**config.mk**
```make
export PLATFORM = sky130hd
export DESIGN_NAME = fetch_queue_flat
export DESIGN_NICKNAME = d
export VERILOG_FILES = /design/src/rtl/fetch_queue_if.sv /design/src/rtl/fetch_queue.sv /design/src/flat_wrapper.sv
export SDC_FILE = /design/constraint.sdc
export NUM_CORES = 1
export LEC_CHECK = 0
export ABC_AREA = 1
export BUFFER_PORTS_ARGS = -buffer_cell sky130_fd_sc_hd__buf_2
export CAP_MARGIN = 25
export CELL_PAD_IN_SITES_DETAIL_PLACEMENT = 0
export CELL_PAD_IN_SITES_GLOBAL_PLACEMENT = 1
export CORE_UTILIZATION = 36
export DETAILED_ROUTE_END_ITERATION = 7
export PLACE_DENSITY = 0.75
export SKIP_LAST_GASP = 1
export SYNTH_ARGS = -nofsm -noshare
export SYNTH_HDL_FRONTEND = slang
export SYNTH_SLANG_ARGS = --single-unit
```
**constraint.sdc**
```tcl
create_clock -name clk -period 7.7 [get_ports clk]
set_input_delay 0.385 -clock clk [delete_from_list [all_inputs] [get_ports clk]]
set_output_delay 0.385 -clock clk [all_outputs]
set_load 0.01 [all_outputs]
```
**src/rtl/fetch_queue_if.sv**
```systemverilog
// Instruction-memory port of the fetch stage, seen from the fetch side (master) and the memory (slave).
// Handshake: a request transfers at posedge when ImemReq && ImemGnt; until then ImemReq/ImemAddr may
// drop or change. Each transferred request is answered by one ImemRspVal cycle, at least one cycle later.
interface fetch_queue_if;
  logic        ImemReq;
  logic [31:0] ImemAddr;
  logic        ImemGnt;
  logic        ImemRspVal;
  logic [31:0] ImemRspData;

  modport master (output ImemReq, ImemAddr, input ImemGnt, ImemRspVal, ImemRspData);
  modport slave  (input ImemReq, ImemAddr, output ImemGnt, ImemRspVal, ImemRspData);
endinterface

```
**src/rtl/fetch_queue.sv**
```systemverilog
// Instruction-fetch stage: one outstanding imem request, a small FIFO of returned words,
// and squashing of stale words on decode jumps and EX branch redirects.
module fetch_queue #(
  parameter logic [31:0] RESET_PC = 32'h0000_0000,
  parameter int          FQ_DEPTH = 2
) (
  input  logic                 clk,
  input  logic                 reset,
  input  logic                 AnyStall,
  input  logic                 Jump_IDM1,
  input  logic [25:0]          JumpTgt_IDM1,
  input  logic                 ExRedirect_EX,
  input  logic [31:0]          ExRedirectPc_EX,
  fetch_queue_if.master        imem,
  output logic [31:0]          Pc_IF,
  output logic [31:0]          FetchData_IF,
  output logic                 InstrVal_IF
);

  localparam int            PW      = $clog2(FQ_DEPTH);
  localparam int            CW      = PW + 1;
  localparam logic [CW-1:0] DEPTH_C = CW'(FQ_DEPTH);

  logic [31:0]   fpc;
  logic [31:0]   out_pc;
  logic          outstanding;
  logic          discard;
  logic          run;

  logic [31:0]   pc_q   [FQ_DEPTH];
  logic [31:0]   data_q [FQ_DEPTH];
  logic [PW-1:0] rd_ptr;
  logic [PW-1:0] wr_ptr;
  logic [CW-1:0] count;

  logic          pop;
  logic          jump;
  logic          redirect_any;
  logic          grant;
  logic          rsp;
  logic          push;
  logic [31:0]   pc_plus4;
  logic [31:0]   jump_pc;
  logic [31:0]   redirect_pc;

  assign InstrVal_IF  = (count != '0);
  assign Pc_IF        = pc_q[rd_ptr];
  assign FetchData_IF = data_q[rd_ptr];

  assign pop          = InstrVal_IF && !AnyStall;
  assign jump         = Jump_IDM1 && pop;
  assign redirect_any = ExRedirect_EX || jump;

  // run holds off the first request until the cycle after reset release.
  assign imem.ImemReq  = run && !outstanding && (count < DEPTH_C);
  assign imem.ImemAddr = fpc;
  assign grant         = imem.ImemReq && imem.ImemGnt;
  assign rsp           = outstanding && imem.ImemRspVal;
  assign push          = rsp && !discard && !redirect_any;

  assign pc_plus4    = Pc_IF + 32'd4;
  assign jump_pc     = (pc_plus4 & 32'hF000_0000) | {4'b0000, JumpTgt_IDM1, 2'b00};
  assign redirect_pc = ExRedirectPc_EX & 32'hFFFF_FFFC;

  always_ff @(posedge clk or posedge reset) begin
    if (reset) begin
      run         <= 1'b0;
      fpc         <= RESET_PC;
      out_pc      <= '0;
      outstanding <= 1'b0;
      discard     <= 1'b0;
    end else begin
      run <= 1'b1;

      if (grant) begin
        outstanding <= 1'b1;
        out_pc      <= fpc;
      end else if (rsp) begin
        outstanding <= 1'b0;
      end

      // A grant in a redirect cycle fetched the old stream, so the target wins over fpc+4.
      if (ExRedirect_EX)  fpc <= redirect_pc;
      else if (jump)      fpc <= jump_pc;
      else if (grant)     fpc <= fpc + 32'd4;

      if (redirect_any)   discard <= (outstanding && !imem.ImemRspVal) || grant;
      else if (rsp)       discard <= 1'b0;
    end
  end

  always_ff @(posedge clk or posedge reset) begin
    if (reset) begin
      for (int i = 0; i < FQ_DEPTH; i++) begin
        pc_q[i]   <= '0;
        data_q[i] <= '0;
      end
      rd_ptr <= '0;
      wr_ptr <= '0;
      count  <= '0;
    end else if (redirect_any) begin
      rd_ptr <= '0;
      wr_ptr <= '0;
      count  <= '0;
    end else begin
      if (push) begin
        pc_q[wr_ptr]   <= out_pc;
        data_q[wr_ptr] <= imem.ImemRspData;
        wr_ptr         <= wr_ptr + PW'(1);
      end
      if (pop) rd_ptr <= rd_ptr + PW'(1);
      if (push && !pop)      count <= count + CW'(1);
      else if (pop && !push) count <= count - CW'(1);
    end
  end

endmodule

```
**src/flat_wrapper.sv**
```systemverilog
// flat-port wrapper written by rule: the top's interface ports become plain ports
module fetch_queue_flat 
#(
  parameter logic [31:0] RESET_PC = 32'h0000_0000,
  parameter int          FQ_DEPTH = 2
)
  (clk, reset, AnyStall, Jump_IDM1, JumpTgt_IDM1, ExRedirect_EX, ExRedirectPc_EX, Pc_IF, FetchData_IF, InstrVal_IF, imem_ImemReq, imem_ImemAddr, imem_ImemGnt, imem_ImemRspVal, imem_ImemRspData);
  fetch_queue_if imem_i ();
  input  logic clk;
  input  logic reset;
  input  logic AnyStall;
  input  logic Jump_IDM1;
  input  logic [25:0] JumpTgt_IDM1;
  input  logic ExRedirect_EX;
  input  logic [31:0] ExRedirectPc_EX;
  output logic [31:0] Pc_IF;
  output logic [31:0] FetchData_IF;
  output logic InstrVal_IF;
  output wire logic [$bits(imem_i.ImemReq)-1:0] imem_ImemReq;
  output wire logic [$bits(imem_i.ImemAddr)-1:0] imem_ImemAddr;
  input wire logic [$bits(imem_i.ImemGnt)-1:0] imem_ImemGnt;
  input wire logic [$bits(imem_i.ImemRspVal)-1:0] imem_ImemRspVal;
  input wire logic [$bits(imem_i.ImemRspData)-1:0] imem_ImemRspData;
  assign imem_ImemReq = imem_i.ImemReq;
  assign imem_ImemAddr = imem_i.ImemAddr;
  assign imem_i.ImemGnt = imem_ImemGnt;
  assign imem_i.ImemRspVal = imem_ImemRspVal;
  assign imem_i.ImemRspData = imem_ImemRspData;
  fetch_queue #(.RESET_PC(RESET_PC), .FQ_DEPTH(FQ_DEPTH)) u_core (.clk(clk), .reset(reset), .AnyStall(AnyStall), .Jump_IDM1(Jump_IDM1), .JumpTgt_IDM1(JumpTgt_IDM1), .ExRedirect_EX(ExRedirect_EX), .ExRedirectPc_EX(ExRedirectPc_EX), .imem(imem_i), .Pc_IF(Pc_IF), .FetchData_IF(FetchData_IF), .InstrVal_IF(InstrVal_IF));
endmodule
```
==> impl_metrics.py <==
metrics = {
    "power": {
        "peakVddDrop_uv": 159,
        "powerDensity_nw_per_um2": 350,
        "power.leakage_nw": 5.99,
        "fin_total_pwr_mw": 4.06,
    },
    "timing": {
        "rsz0062_at_grt": "no",
        "slew_headroom": 0.363,
        "min_period_ps": 3270,
        "max_freq_ghz": 0.305,
        "maxSlewViolCount": 0,
        "fin_ws_ps": 4430,
        "skew_ps": 15.2,
        "tns_ps": 0,
        "fin_crit_sh": 0.425,
        "whs_ps": 168,
        "finalSetupViolCount": 0,
        "worst_pin_slew_ps": 955,
        "hold_viol": 0,
    },
    "floorplan": {
        "die_w_um": 168,
        "dieHeight_um": 168,
        "die_area_um2": 28200,
        "core_area_um2": 27000,
        "row_count": 60,
        "io_pins": 195,
        "start_util": 0.367,
    },
    "placement": {
        "dp_hpwl_um": 17900,
        "placed_cells": 1717,
        "io_buffer_count": 188,
        "dp_slack_ps": 3950,
        "place_congestion": 0.841,
    },
    "grt": {
        "grt_usage": 0.189,
        "overflow": 0,
        "grt_first_pass_wirelength_um": 42400,
        "antenna_found_initial": 0,
        "grt_pass1_vias": 7977,
        "grt_max_degree": 142,
    },
    "setup_path": {
        "crit_buf_inv": 3,
        "crit_fanout": 72,
        "cp-start-kind": "register",
        "worstReg2RegEnd": "u_core.pc_q[26]",
        "cp_cell_sequence": "inv_1 -> nand2_2 -> nand3_2 -> nand2_2 -> nor2_4 -> inv_4 -> nor2_8 -> buf_4 -> mux2_2",
        "path_class": "register to register",
        "worstPathArrival_ps": 3590,
        "critPathCaptureType": "register",
        "required_ps": 8010,
        "critPathTopFamily": "simple AND/OR/NAND/NOR gates",
        "rrSetupSlack_ps": 4430,
        "crit_path_top_delay_cell": "buf_4",
        "crit_top_cell": "nand2_2",
        "cpPeakStageDelay_ps": 740,
        "ff2ff_path_depth": 9,
        "r2r_start": "u_core.count[1]",
    },
    "cells_and_area": {
        "fillers": 2801,
        "drive_above_1_share": 0.196,
        "antenna_cells": 0,
        "finalNonFillerCells": 1752,
        "area_growth_pct": 17.2,
        "final_nets": 1497,
    },
    "hold_path": {
        "min_path_type": "input port to register",
        "hp-start": "imem_ImemRspData[21]",
        "worstHoldPathCells": 3,
        "hold_end": "u_core.data_q[53]",
    },
    "clocking": {
        "htreeDepth": 4,
        "clkSlewWorstSetupHoldPaths_ps": 80,
        "cts_tree": "done",
        "cts_root_buf": "clkbuf_16",
        "clk_latency_ps": 430,
        "cts_sinks": 191,
        "cts_buffer_depth": 2,
        "post_cts_resized": 0,
        "cts_setup_buffers": 0,
        "cts_buffers": 17,
    },
    "run_status": {
        "outcome": "finished, final reports clean",
    },
    "yosys": {
        "synth_edf_count": 0,
        "synth_area_leaders": "dfrtp_1, nand2_1, o21ai_0",
        "synth_top_area_share": 0.483,
        "synth_cells": 1242,
        "ys_ff_latch": 191,
        "seq_area_frac_synth": 0.483,
        "yosysTopAreaCell": "dfrtp_1",
        "avgSynthCellArea_um2": 7.97,
        "async_flop_share": 1.00,
        "synth_ff_type": "dfrtp_1",
        "syn_area_um2": 9900,
        "yosysUniqueCellTypes": 42,
        "ys.warnings.count": 0,
    },
    "detailed_routing": {
        "drtIter0Drc": 489,
        "ant_nets": 0,
        "firstDrtPassIters": 5,
        "routed_wl_um": 25600,
        "post-route-drc-count": 0,
        "vias": 8296,
        "routedWlPerCell_um": 14.6,
        "vias_per_cell": 4.74,
    },
    "flow_run": {
        "maxCapViolCount": 0,
    },
}
-- report_power, final --
part	leakage, nW	internal (mW)	switching, mW
clock	0.303	0.498	0.437
combinational	3.30	0.528	0.913
sequential	2.38	1.39	0.292
total	5.99	2.42	1.64
-- tightest hold or removal path: stages --
cell	delay (ps)
buf_2	90
nand2_1	40
o21ai_0	50
-- flip-flops by register name (all words and copies together), names as in the netlist --
signal	cells
u_core.pc_q	60
u_core.run	1
u_core.out_pc	30
u_core.data_q	64
u_core.outstanding	1
u_core.count	2
u_core.imem.ImemAddr	30
u_core.discard	1
u_core.wr_ptr	1
u_core.rd_ptr	1
-- metal layers --
layer  track usage  up-vias  share of wire
met5             0        -              0
met4        0.0499        0          0.015
met3        0.0343       22          0.051
met2         0.282      252           0.42
met1         0.281     3789           0.51
li1              -     4233              -
-- through the flow --
stage	cell area [um^2]	util
after floorplan	9910	-
after global placement	10900	0.406
after detailed placement	10900	0.406
after CTS	11600	0.429
after global routing	11600	0.431
final	11600	0.431
-- how the worst max path moves through the flow --
stage,slack [ps],cells after the start,endpoint,from
CTS,4040,11,u_core.pc_q[50],u_core.count[1]
global route,4160,9,u_core.pc_q[26],u_core.count[1]
detailed placement,3950,10,u_core.pc_q[50],ExRedirect_EX
floorplan,2120,1,u_core.count[0],reset
global placement,4000,10,u_core.pc_q[55],ExRedirect_EX
finish,4430,9,u_core.pc_q[26],u_core.count[1]
-- cell families after synthesis --
| logic type | after synthesis | share of synthesized area |
|---|---|---|
| muxes | 52 | 0.0591 |
| buffers and inverters | 183 | 0.0868 |
| xor gates and xnor gates | 15 | 0.0133 |
| and+or+nand+nor | 607 | 0.252 |
| DFF | 191 | 0.483 |
| adders and majority gates | 2 | 0.00253 |
| AOI/OAI and AO/OA | 190 | 0.103 |
| other | 2 | 0.000758 |
-- cell usage after synthesis, types with 11 or more instances --
master / n
a21oi_1: 11
a31oi_1: 12
buf_2: 15
buf_4: 14
clkbuf_1: 23
dfrtp_1: 191
inv_1: 113
mux2_1: 50
nand2_1: 449
nand2_2: 12
nand3_1: 37
nor2_1: 74
o21ai_0: 139
xor2_1: 14
-- placed cells by master, fill, tap and decap left out, drive strengths merged, types with 2 or more instances in the layout --
cell	instances
o21ai	154
o211ai	4
nand2	461
nor3	12
clkbuf	17
inv	128
buf	195
o22ai	2
clkinv	5
xor2	14
nand3	39
conb	5
o221ai	4
mux2	52
a21oi	11
ha	2
bufinv	2
a31oi	12
nand4	4
dfrtp	191
a211oi	2
nor2	89
-- layout make-up --
cell class	instances	area [um^2]	area share
Sequential cell	191	4780	0.412
Inverter	121	472	0.0406
Tap cell	341	427	0.0367
Clock inverter	15	193	0.0166
Clock buffer	17	425	0.0366
Timing Repair Buffer	196	1040	0.0892
Multi-Input combinational cell	871	4280	0.368
-- timing repair --
item                                   in CTS  in global routing
setup endpoints to repair                   0                  0
hold buffers                                0                  1
endpoints found under the hold margin       0                 38
Note: power is estimated with default switching activity, not from simulation.
